===== config.mk =====
export PLATFORM = sky130hd
export DESIGN_NAME = partition_sweep_monitor
export DESIGN_NICKNAME = d
export VERILOG_FILES = /design/src/rtl/blasys_eval_pkg.sv /design/src/rtl/err_metric_stage.sv /design/src/rtl/partition_sweep_monitor.sv
export SDC_FILE = /design/constraint.sdc
export NUM_CORES = 1
export LEC_CHECK = 0
export CAP_MARGIN = 5
export CORE_MARGIN = 5
export CORE_UTILIZATION = 52
export DETAILED_ROUTE_END_ITERATION = 6
export GPL_ROUTABILITY_DRIVEN = 0
export HOLD_SLACK_MARGIN = 0.03
export PLACE_DENSITY_LB_ADDON = 0.05
export SYNTH_ARGS = -nofsm -noshare
export SYNTH_HDL_FRONTEND = slang
export SYNTH_SLANG_ARGS = --single-unit

===== constraint.sdc =====
create_clock -name clk -period 2.3 [get_ports clk]
set_input_delay 0.46 -clock clk [delete_from_list [all_inputs] [get_ports clk]]
set_output_delay 0.46 -clock clk [all_outputs]
set_load 0.01 [all_outputs]

===== src/rtl/blasys_eval_pkg.sv =====
// Shared types and width helpers for the partition evaluation blocks.
// Imported by the metric stage and the sweep monitor top level.
package blasys_eval_pkg;

    typedef enum logic [1:0] {
        IDLE  = 2'd0,
        SWEEP = 2'd1,
        DRAIN = 2'd2,
        DONE  = 2'd3
    } sweep_state_t;

    // Bits needed to hold the popcount of one OUT_W-bit difference word
    function automatic int hd_w(input int out_w);
        return $clog2(out_w + 1);
    endfunction

    function automatic int hd_sum_w(input int in_w, input int out_w);
        return in_w + $clog2(out_w + 1);
    endfunction

    function automatic int abs_sum_w(input int in_w, input int out_w);
        return in_w + out_w;
    endfunction

endpackage


===== src/rtl/err_metric_stage.sv =====
// Stage 1 of the scoring pipeline: per-vector mismatch flag, Hamming
// distance and absolute numeric error, registered together with a valid bit.
module err_metric_stage
    import blasys_eval_pkg::*;
#(
    parameter int OUT_W = 4
) (
    input  logic                   clk,
    input  logic                   rst,
    input  logic                   clr,
    input  logic                   in_valid,
    input  logic [OUT_W-1:0]       po_exact,
    input  logic [OUT_W-1:0]       po_approx,
    output logic                   diff_nz,
    output logic [hd_w(OUT_W)-1:0] hd,
    output logic [OUT_W-1:0]       absd,
    output logic                   valid
);

    localparam int HD_W = hd_w(OUT_W);

    function automatic logic [HD_W-1:0] popcount(input logic [OUT_W-1:0] x);
        logic [HD_W-1:0] cnt;
        cnt = '0;
        for (int i = 0; i < OUT_W; i++) begin
            cnt = cnt + HD_W'(x[i]);
        end
        return cnt;
    endfunction

    logic [OUT_W-1:0] xor_s;
    logic [HD_W-1:0]  hd_s;
    logic [OUT_W-1:0] absd_s;

    logic             diff_nz_r;
    logic [HD_W-1:0]  hd_r;
    logic [OUT_W-1:0] absd_r;
    logic             valid_r;

    // Combinational metrics of the current response pair
    always_comb begin
        xor_s = po_exact ^ po_approx;
        hd_s  = popcount(xor_s);
        // Subtracting the smaller from the larger keeps the magnitude exact in OUT_W bits
        if (po_exact >= po_approx) begin
            absd_s = po_exact - po_approx;
        end else begin
            absd_s = po_approx - po_exact;
        end
    end

    // Stage-1 register; cleared when a new sweep is launched
    always_ff @(posedge clk or posedge rst) begin
        if (rst) begin
            diff_nz_r <= 1'b0;
            hd_r      <= '0;
            absd_r    <= '0;
            valid_r   <= 1'b0;
        end else if (clr) begin
            diff_nz_r <= 1'b0;
            hd_r      <= '0;
            absd_r    <= '0;
            valid_r   <= 1'b0;
        end else begin
            diff_nz_r <= |xor_s;
            hd_r      <= hd_s;
            absd_r    <= absd_s;
            valid_r   <= in_valid;
        end
    end

    assign diff_nz = diff_nz_r;
    assign hd      = hd_r;
    assign absd    = absd_r;
    assign valid   = valid_r;

endmodule


===== src/rtl/partition_sweep_monitor.sv =====
// Exhaustive sweep of one partition's input space, scoring the approximate
// netlist against the exact one: error count, Hamming sum, abs-error sum and max.
module partition_sweep_monitor
    import blasys_eval_pkg::*;
#(
    parameter int IN_W  = 7,
    parameter int OUT_W = 4
) (
    input  logic                                clk,
    input  logic                                rst,
    input  logic                                start,
    output logic [IN_W-1:0]                     pi,
    input  logic [OUT_W-1:0]                    po_exact,
    input  logic [OUT_W-1:0]                    po_approx,
    output logic                                busy,
    output logic                                done,
    output logic [IN_W:0]                       err_count,
    output logic [hd_sum_w(IN_W, OUT_W)-1:0]    hd_sum,
    output logic [abs_sum_w(IN_W, OUT_W)-1:0]   abs_sum,
    output logic [OUT_W-1:0]                    abs_max
);

    localparam int ERR_W = IN_W + 1;
    localparam int HD_W  = hd_w(OUT_W);
    localparam int HDS_W = hd_sum_w(IN_W, OUT_W);
    localparam int ABS_W = abs_sum_w(IN_W, OUT_W);

    sweep_state_t     state_r;
    sweep_state_t     state_nxt_s;
    logic [IN_W-1:0]  pi_r;
    logic             busy_r;
    logic             done_r;
    logic [ERR_W-1:0] err_r;
    logic [HDS_W-1:0] hd_sum_r;
    logic [ABS_W-1:0] abs_sum_r;
    logic [OUT_W-1:0] abs_max_r;

    logic             start_sweep_s;
    logic             last_vec_s;
    logic             stg_diff_nz_s;
    logic [HD_W-1:0]  stg_hd_s;
    logic [OUT_W-1:0] stg_absd_s;
    logic             stg_valid_s;

    assign start_sweep_s = (state_r == IDLE) && start;
    assign last_vec_s    = (pi_r == {IN_W{1'b1}});

    // Next-state logic of the sweep controller
    always_comb begin
        state_nxt_s = state_r;
        case (state_r)
            IDLE: begin
                if (start) begin
                    state_nxt_s = SWEEP;
                end else begin
                    state_nxt_s = IDLE;
                end
            end
            SWEEP: begin
                if (last_vec_s) begin
                    state_nxt_s = DRAIN;
                end else begin
                    state_nxt_s = SWEEP;
                end
            end
            DRAIN:   state_nxt_s = DONE;
            DONE:    state_nxt_s = IDLE;
            default: state_nxt_s = IDLE;
        endcase
    end

    // State, vector counter and registered status flags
    always_ff @(posedge clk or posedge rst) begin
        if (rst) begin
            state_r <= IDLE;
            pi_r    <= '0;
            busy_r  <= 1'b0;
            done_r  <= 1'b0;
        end else begin
            state_r <= state_nxt_s;
            // Natural wrap on the last vector returns pi to 0 for DRAIN
            if (state_r == SWEEP) begin
                pi_r <= pi_r + IN_W'(1);
            end else begin
                pi_r <= '0;
            end
            busy_r <= (state_nxt_s == SWEEP) || (state_nxt_s == DRAIN);
            done_r <= (state_nxt_s == DONE);
        end
    end

    err_metric_stage #(
        .OUT_W (OUT_W)
    ) u_stage (
        .clk       (clk),
        .rst       (rst),
        .clr       (start_sweep_s),
        .in_valid  (state_r == SWEEP),
        .po_exact  (po_exact),
        .po_approx (po_approx),
        .diff_nz   (stg_diff_nz_s),
        .hd        (stg_hd_s),
        .absd      (stg_absd_s),
        .valid     (stg_valid_s)
    );

    // Stage-2 accumulators; cleared by the start edge, otherwise hold when idle
    always_ff @(posedge clk or posedge rst) begin
        if (rst) begin
            err_r     <= '0;
            hd_sum_r  <= '0;
            abs_sum_r <= '0;
            abs_max_r <= '0;
        end else if (start_sweep_s) begin
            err_r     <= '0;
            hd_sum_r  <= '0;
            abs_sum_r <= '0;
            abs_max_r <= '0;
        end else if (stg_valid_s) begin
            err_r     <= err_r + ERR_W'(stg_diff_nz_s);
            hd_sum_r  <= hd_sum_r + HDS_W'(stg_hd_s);
            abs_sum_r <= abs_sum_r + ABS_W'(stg_absd_s);
            if (stg_absd_s > abs_max_r) begin
                abs_max_r <= stg_absd_s;
            end else begin
                abs_max_r <= abs_max_r;
            end
        end else begin
            err_r     <= err_r;
            hd_sum_r  <= hd_sum_r;
            abs_sum_r <= abs_sum_r;
            abs_max_r <= abs_max_r;
        end
    end

    assign pi        = pi_r;
    assign busy      = busy_r;
    assign done      = done_r;
    assign err_count = err_r;
    assign hd_sum    = hd_sum_r;
    assign abs_sum   = abs_sum_r;
    assign abs_max   = abs_max_r;

endmodule


---- Word level (Yosys, flattened, before mapping) ----
Index checks and enable logic that the tools add are counted.
storage, ports and cells
  flip-flop bits (word level) ............. 53
  output and inout port bits .............. 42
  word-level logic and storage cells ...... 56
cells by class
  $add $sub $neg .......................... 9
  magnitude comparators ................... 2
  equality and inequality tests ........... 7
  multiplexer cells ....................... 18
  bitwise gates (word level) .............. 1
  reduce and logical (&&, ||, !) cells .... 7
operators by type and width
  kind                   count
  $mux W11               2
  $mux W10               2
  $mux W4                5
  $mux W8                2
  $add A11 B4 Y11        1
  $add A10 B3 Y10        1
  $add A8 B1 Y8          1
  $eq A2 B2 Y1 const B   4
  $pmux W2 S4            1
  $sub A4 B4 Y4          2
  $add A7 B1 Y7 const B  1
  $eq A7 B7 Y1 const B   1
  $mux W7                1
  $add A3 B1 Y3          2
  $eq A2 B1 Y1 const B   2
  $ge A4 B4 Y1           1
  $gt A4 B4 Y1           1
  $reduce_bool A2 Y1     2
  $reduce_or A4 Y1       1
  $xor A4 B4 Y4          1
  $mux W1                3
  $mux W3                1
  $add A1 B1 Y2          1
  $logic_not A2 Y1       1
  4 further kinds        4

---- Longest topological paths before layout ----
  depth in word-level cells ............... 5
  depth in mapped cells ................... 9
  depth with buffers taken out ............ 9

---- By module ----
Synthesis repeated with hierarchy kept, for this count alone.
second synthesis, totals
  cells, all modules ...................... 302
  area total of the unflattened synthesis .. 2,985.4 um2
by module, submodules not included
  module                   times used  cells each  area each (um2)  seq. area each (um2)
  partition_sweep_monitor  1           235         2,316.0          1,101.1
  err_metric_stage         1           67          669.4            225.2

---- Worst setup path after synthesis ----
No wires, ideal clock.
  path type ............................... input -> register
  from .................................... in po_exact[1]
  to ...................................... reg u_stage.hd_r[1] (netlist: u_stage.hd[1])
  setup time .............................. 0.123 ns
  arrival ................................. 1.918 ns
  slack ................................... 0.259 ns
  cell stages on the path ................. 8
  path buffers ............................ 0
  path through ............................ inv_1 -> ha_1 -> ha_1 -> inv_1 -> fa_1 -> inv_1 -> ha_1 -> nor2b_1
on the way
  word-level cells in the longest chain between the ends .. 5
ends and longest elaborated chain
  element                     line                           RTL
  start, declared             partition_sweep_monitor.sv:13  input logic [OUT_W-1:0] po_exact,
  $xor A4 B4 Y4               err_metric_stage.sv:42         xor_s = po_exact ^ po_approx;
  $add A1 B1 Y2               err_metric_stage.sv:26         cnt = cnt + HD_W'(x[i]);
  $add A3 B1 Y3 (2 in a row)  err_metric_stage.sv:26
  $mux W3                     err_metric_stage.sv:59         end else if (clr) begin
  end signal, assigned        err_metric_stage.sv:66         hd_r <= hd_s;
  end, declared               err_metric_stage.sv:36         logic [HD_W-1:0] hd_r;
No other way between the ends.
A chain may end at the register's enable or synchronous reset.

---- Worst setup path after layout ----
Same ends and word-level chain as after synthesis.

==> run summary <==
Worst VDD drop: 0.745 mV
Syn Inst Count: 286
Power Total: 4.25 mW
Share of layout cells above drive strength 1: 8.52%
Synth top area share: 45.6%
Final Non-Filler Cells: 424
Largest net degree at the start of global routing: 54
Crit-path slowest cell: clkdlybuf4s50_1
Setup bufs post-CTS: 0
Post-CTS resize count: 0
Layout area overhead: 27.9%
Relative slew slack: 66.5%
Setup TNS: 0 ns
Final setup vio count: 0
Slew of the pin with the lowest slew margin: 0.497 ns
Max Slew Vio Count: 0
Area occupied by multi-input gates: 0.00146 mm2
Post-route DRC: 0
CTS max path bufs: 2
Synth warn: 0
Finished Cell Area: 0.00372 mm2
CP endpoint kind: flop
Critical Path Sink: u_stage.hd[1]
Netlist Area Pre-Place: 0.00291 mm2
Main synth FF type: dfrtp_1
Clock slew seen by the registers of the worst setup and hold paths: 0.09 ns
WL/cell: 13.0 um
CP peak stage delay: 0.49 ns
Clock sinks: 53
Register bit total from synthesis: 53
Placed Cells incl. Taps: 416
H-tree depth: 2
Worst path depth: 9
Final Critical Period: 2.22 ns
Antenna cell count: 0
DR vias: 2194
Post-synthesis adder-cell area fraction: 14.2%
Global-route wire length before repair: 9.78 mm
Final Hold Fails: 0
Core area: 0.00547 mm2
Register Area: 0.00133 mm2
Worst-skew pair later-pin latency: 0.30 ns
Total Routing Usage GR: 16.4%
Reg2reg path depth: 8
Post-synthesis simple-gate area fraction: 14.6%
Cell Area, Placed: 0.00361 mm2
Die Height: 84.8 um
Core Util, Final: 67.9%
Crit-path cells: clkdlybuf4s50_1 -> inv_1 -> ha_1 -> ha_1 -> inv_1 -> fa_1 -> inv_1 -> ha_1 -> nor2b_1
Critical Path RT: 2.49 ns
Starting Density: 53.1%
Unique cell type count in the Yosys netlist: 40
Crit path from: po_exact[1]
Final ANT Viol Nets: 0
FMAX: 0.450 GHz
CTS Buf Count: 5
Seq/Total Area, Yosys: 45.6%
Crit path max fanout: 2
Status: finished clean
Arrival time of the worst setup path: 2.41 ns
Initial DRC count: 84
Mux cell area share after synthesis: 3.44%
Reg2Reg Capture Point: abs_sum[10]
Antenna violations before repair: 0
Xor-xnor portion of the synthesized cell area: 7.53%
Leak: 1.70 nW
Unrepaired setup endpoints after global routing: no
Skew final: 0.00538 ns
Largest area contributor in the netlist: dfrtp_1
Mapped Avg Cell Area: 10.2 um2
CTS tree: yes
DP Wirelength: 4.18 mm
Layout net count: 392
CP startpoint kind: input port
I/O Buffers: 52
Number of global-route vias before repair: 2251
WL final: 5.52 mm
Top delay family on crit path: adder cells
Compound-Gate Fraction of Synth Area: 9.86%
# rows: 27
Largest family of logic cells by synthesized area: simple AND/OR/NAND/NOR gates
Worst hold path class: reg2reg
Clock Tree Root: clkbuf_8
CP Buf/Inv Count: 4
Post-CTS Hold Fix Bufs: 0
EDFF count, synth: 0
Syn Nets: 327
Ys async rst share: 100%
FF-to-FF Start: u_stage.absd[0]
Ports: 53
Vias/cell: 5.17
Max Cap Violations: 0
Period utilization: 96.6%
Kind of critical path: in2reg
Die width: 84.8 um
Grt ovf: 0
Main area contributors after synthesis: dfrtp_1 46%, ha_1 11%, nor2_1 5.7%
TritonRoute pass-1 iters: 4
R2R setup slack: 0.37 ns
# fillers: 476
Power per cell area: 1140 mW/mm2
Die area: 0.00718 mm2
area by class of cell:
class | instances | share of cell area, %
clock buffers | 5 | 1.85
clock inverters | 3 | 0.572
inverters | 27 | 2.73
multi-input cells | 198 | 39.2
flip-flops and latches | 53 | 35.7
well taps | 72 | 2.42
repair buffers | 66 | 17.5
stage by stage:
stage	hold WS (ns)	setup WS, ns
5_1_grt	0.517	0.00877
4_1_cts	0.495	0.0696
3_3_place_gp	0.476	-0.219
3_5_place_dp	0.482	-0.256
2_1_floorplan	0.506	0.259
6_report	0.485	0.0790
worst reg2reg max path: stages (launching register included):
cell	delay, ns
dfrtp_1	0.41
ha_1	0.21
inv_1	0.06
fa_1	0.41
nor2b_1	0.11
o21ai_0	0.18
a21oi_1	0.24
xnor2_1	0.15
nor2_1	0.05
worst min path at each step:
| stage | from | endpoint | slack, ns | cells after the start |
|---|---|---|---|---|
| 6_report | pi[0] | pi[0] | 0.48 | 1 |
| 5_1_grt | pi[0] | pi[0] | 0.52 | 1 |
| 4_1_cts | pi[0] | pi[0] | 0.50 | 1 |
| 3_5_place_dp | pi[0] | pi[0] | 0.48 | 1 |
| 3_3_place_gp | pi[0] | pi[0] | 0.48 | 1 |
| 2_1_floorplan | state_r[0] | state_r[0] | 0.51 | 1 |
cells in the mapped netlist (all sizes together), types with 3 or more instances:
library cell,count
buf,3
xor2,16
or3,3
nand3,7
o211ai,3
nand2b,4
a211oi,5
mux2i,10
xnor2,9
fa,5
o21ai,9
nor2b,5
nand4,6
ha,25
dfrtp,53
a21o,3
nand2,13
inv,27
nor2,45
clkbuf,5
a21oi,15
placed cells by master (no fill, tap or decap), types with 3 or more instances in the layout:
master / instances
dfrtp_1: 53
clkdlybuf4s50_1: 52
nor2_1: 44
inv_1: 26
ha_1: 24
xor2_1: 16
a21oi_1: 13
nand2_1: 13
buf_4: 12
mux2i_1: 10
xnor2_1: 9
o21ai_0: 8
nand3_1: 7
nor2b_1: 5
nand4_1: 5
a211oi_1: 5
fa_1: 5
clkbuf_8: 5
nand2b_1: 4
or3_1: 3
a21o_1: 3
o211ai_1: 3
cell families (layout without fill, tap and decap cells):
group | Yosys count | in the layout
mux | 10 | 10
xor+xnor | 25 | 25
fa+ha+maj | 30 | 30
flops | 53 | 53
buf+inv | 35 | 101
compound gates | 43 | 43
simple gates | 90 | 90
report_power, final:
| group | switching [mW] | leakage, nW | internal, mW |
|---|---|---|---|
| Sequential | 0.341 | 0.615 | 1.28 |
| Combinational | 0.956 | 1.04 | 1.16 |
| Clock | 0.305 | 0.0445 | 0.216 |
| Total | 1.60 | 1.70 | 2.65 |
routing by layer:
| layer | share of wire, % | vias up | wire length [um] | track usage (%) |
|---|---|---|---|---|
| met4 | 1.0 | 0 | 57 | 4.32 |
| met3 | 3.8 | 6 | 209 | 3.14 |
| met5 | 0 | - | 0 | 0 |
| met1 | 44 | 1063 | 2440 | 19.5 |
| met2 | 51 | 38 | 2810 | 30.2 |
| li1 | - | 1087 | - | - |
sequential cells by signal (all words and copies together), names as in the netlist:
register	flops
abs_max	4
abs_sum	11
busy	1
done	1
err_count	8
hd_sum	10
pi	7
state_r	2
u_stage.absd	4
u_stage.diff_nz	1
u_stage.hd	3
u_stage.valid	1
No activity file was read; power rests on OpenSTA's default activity.
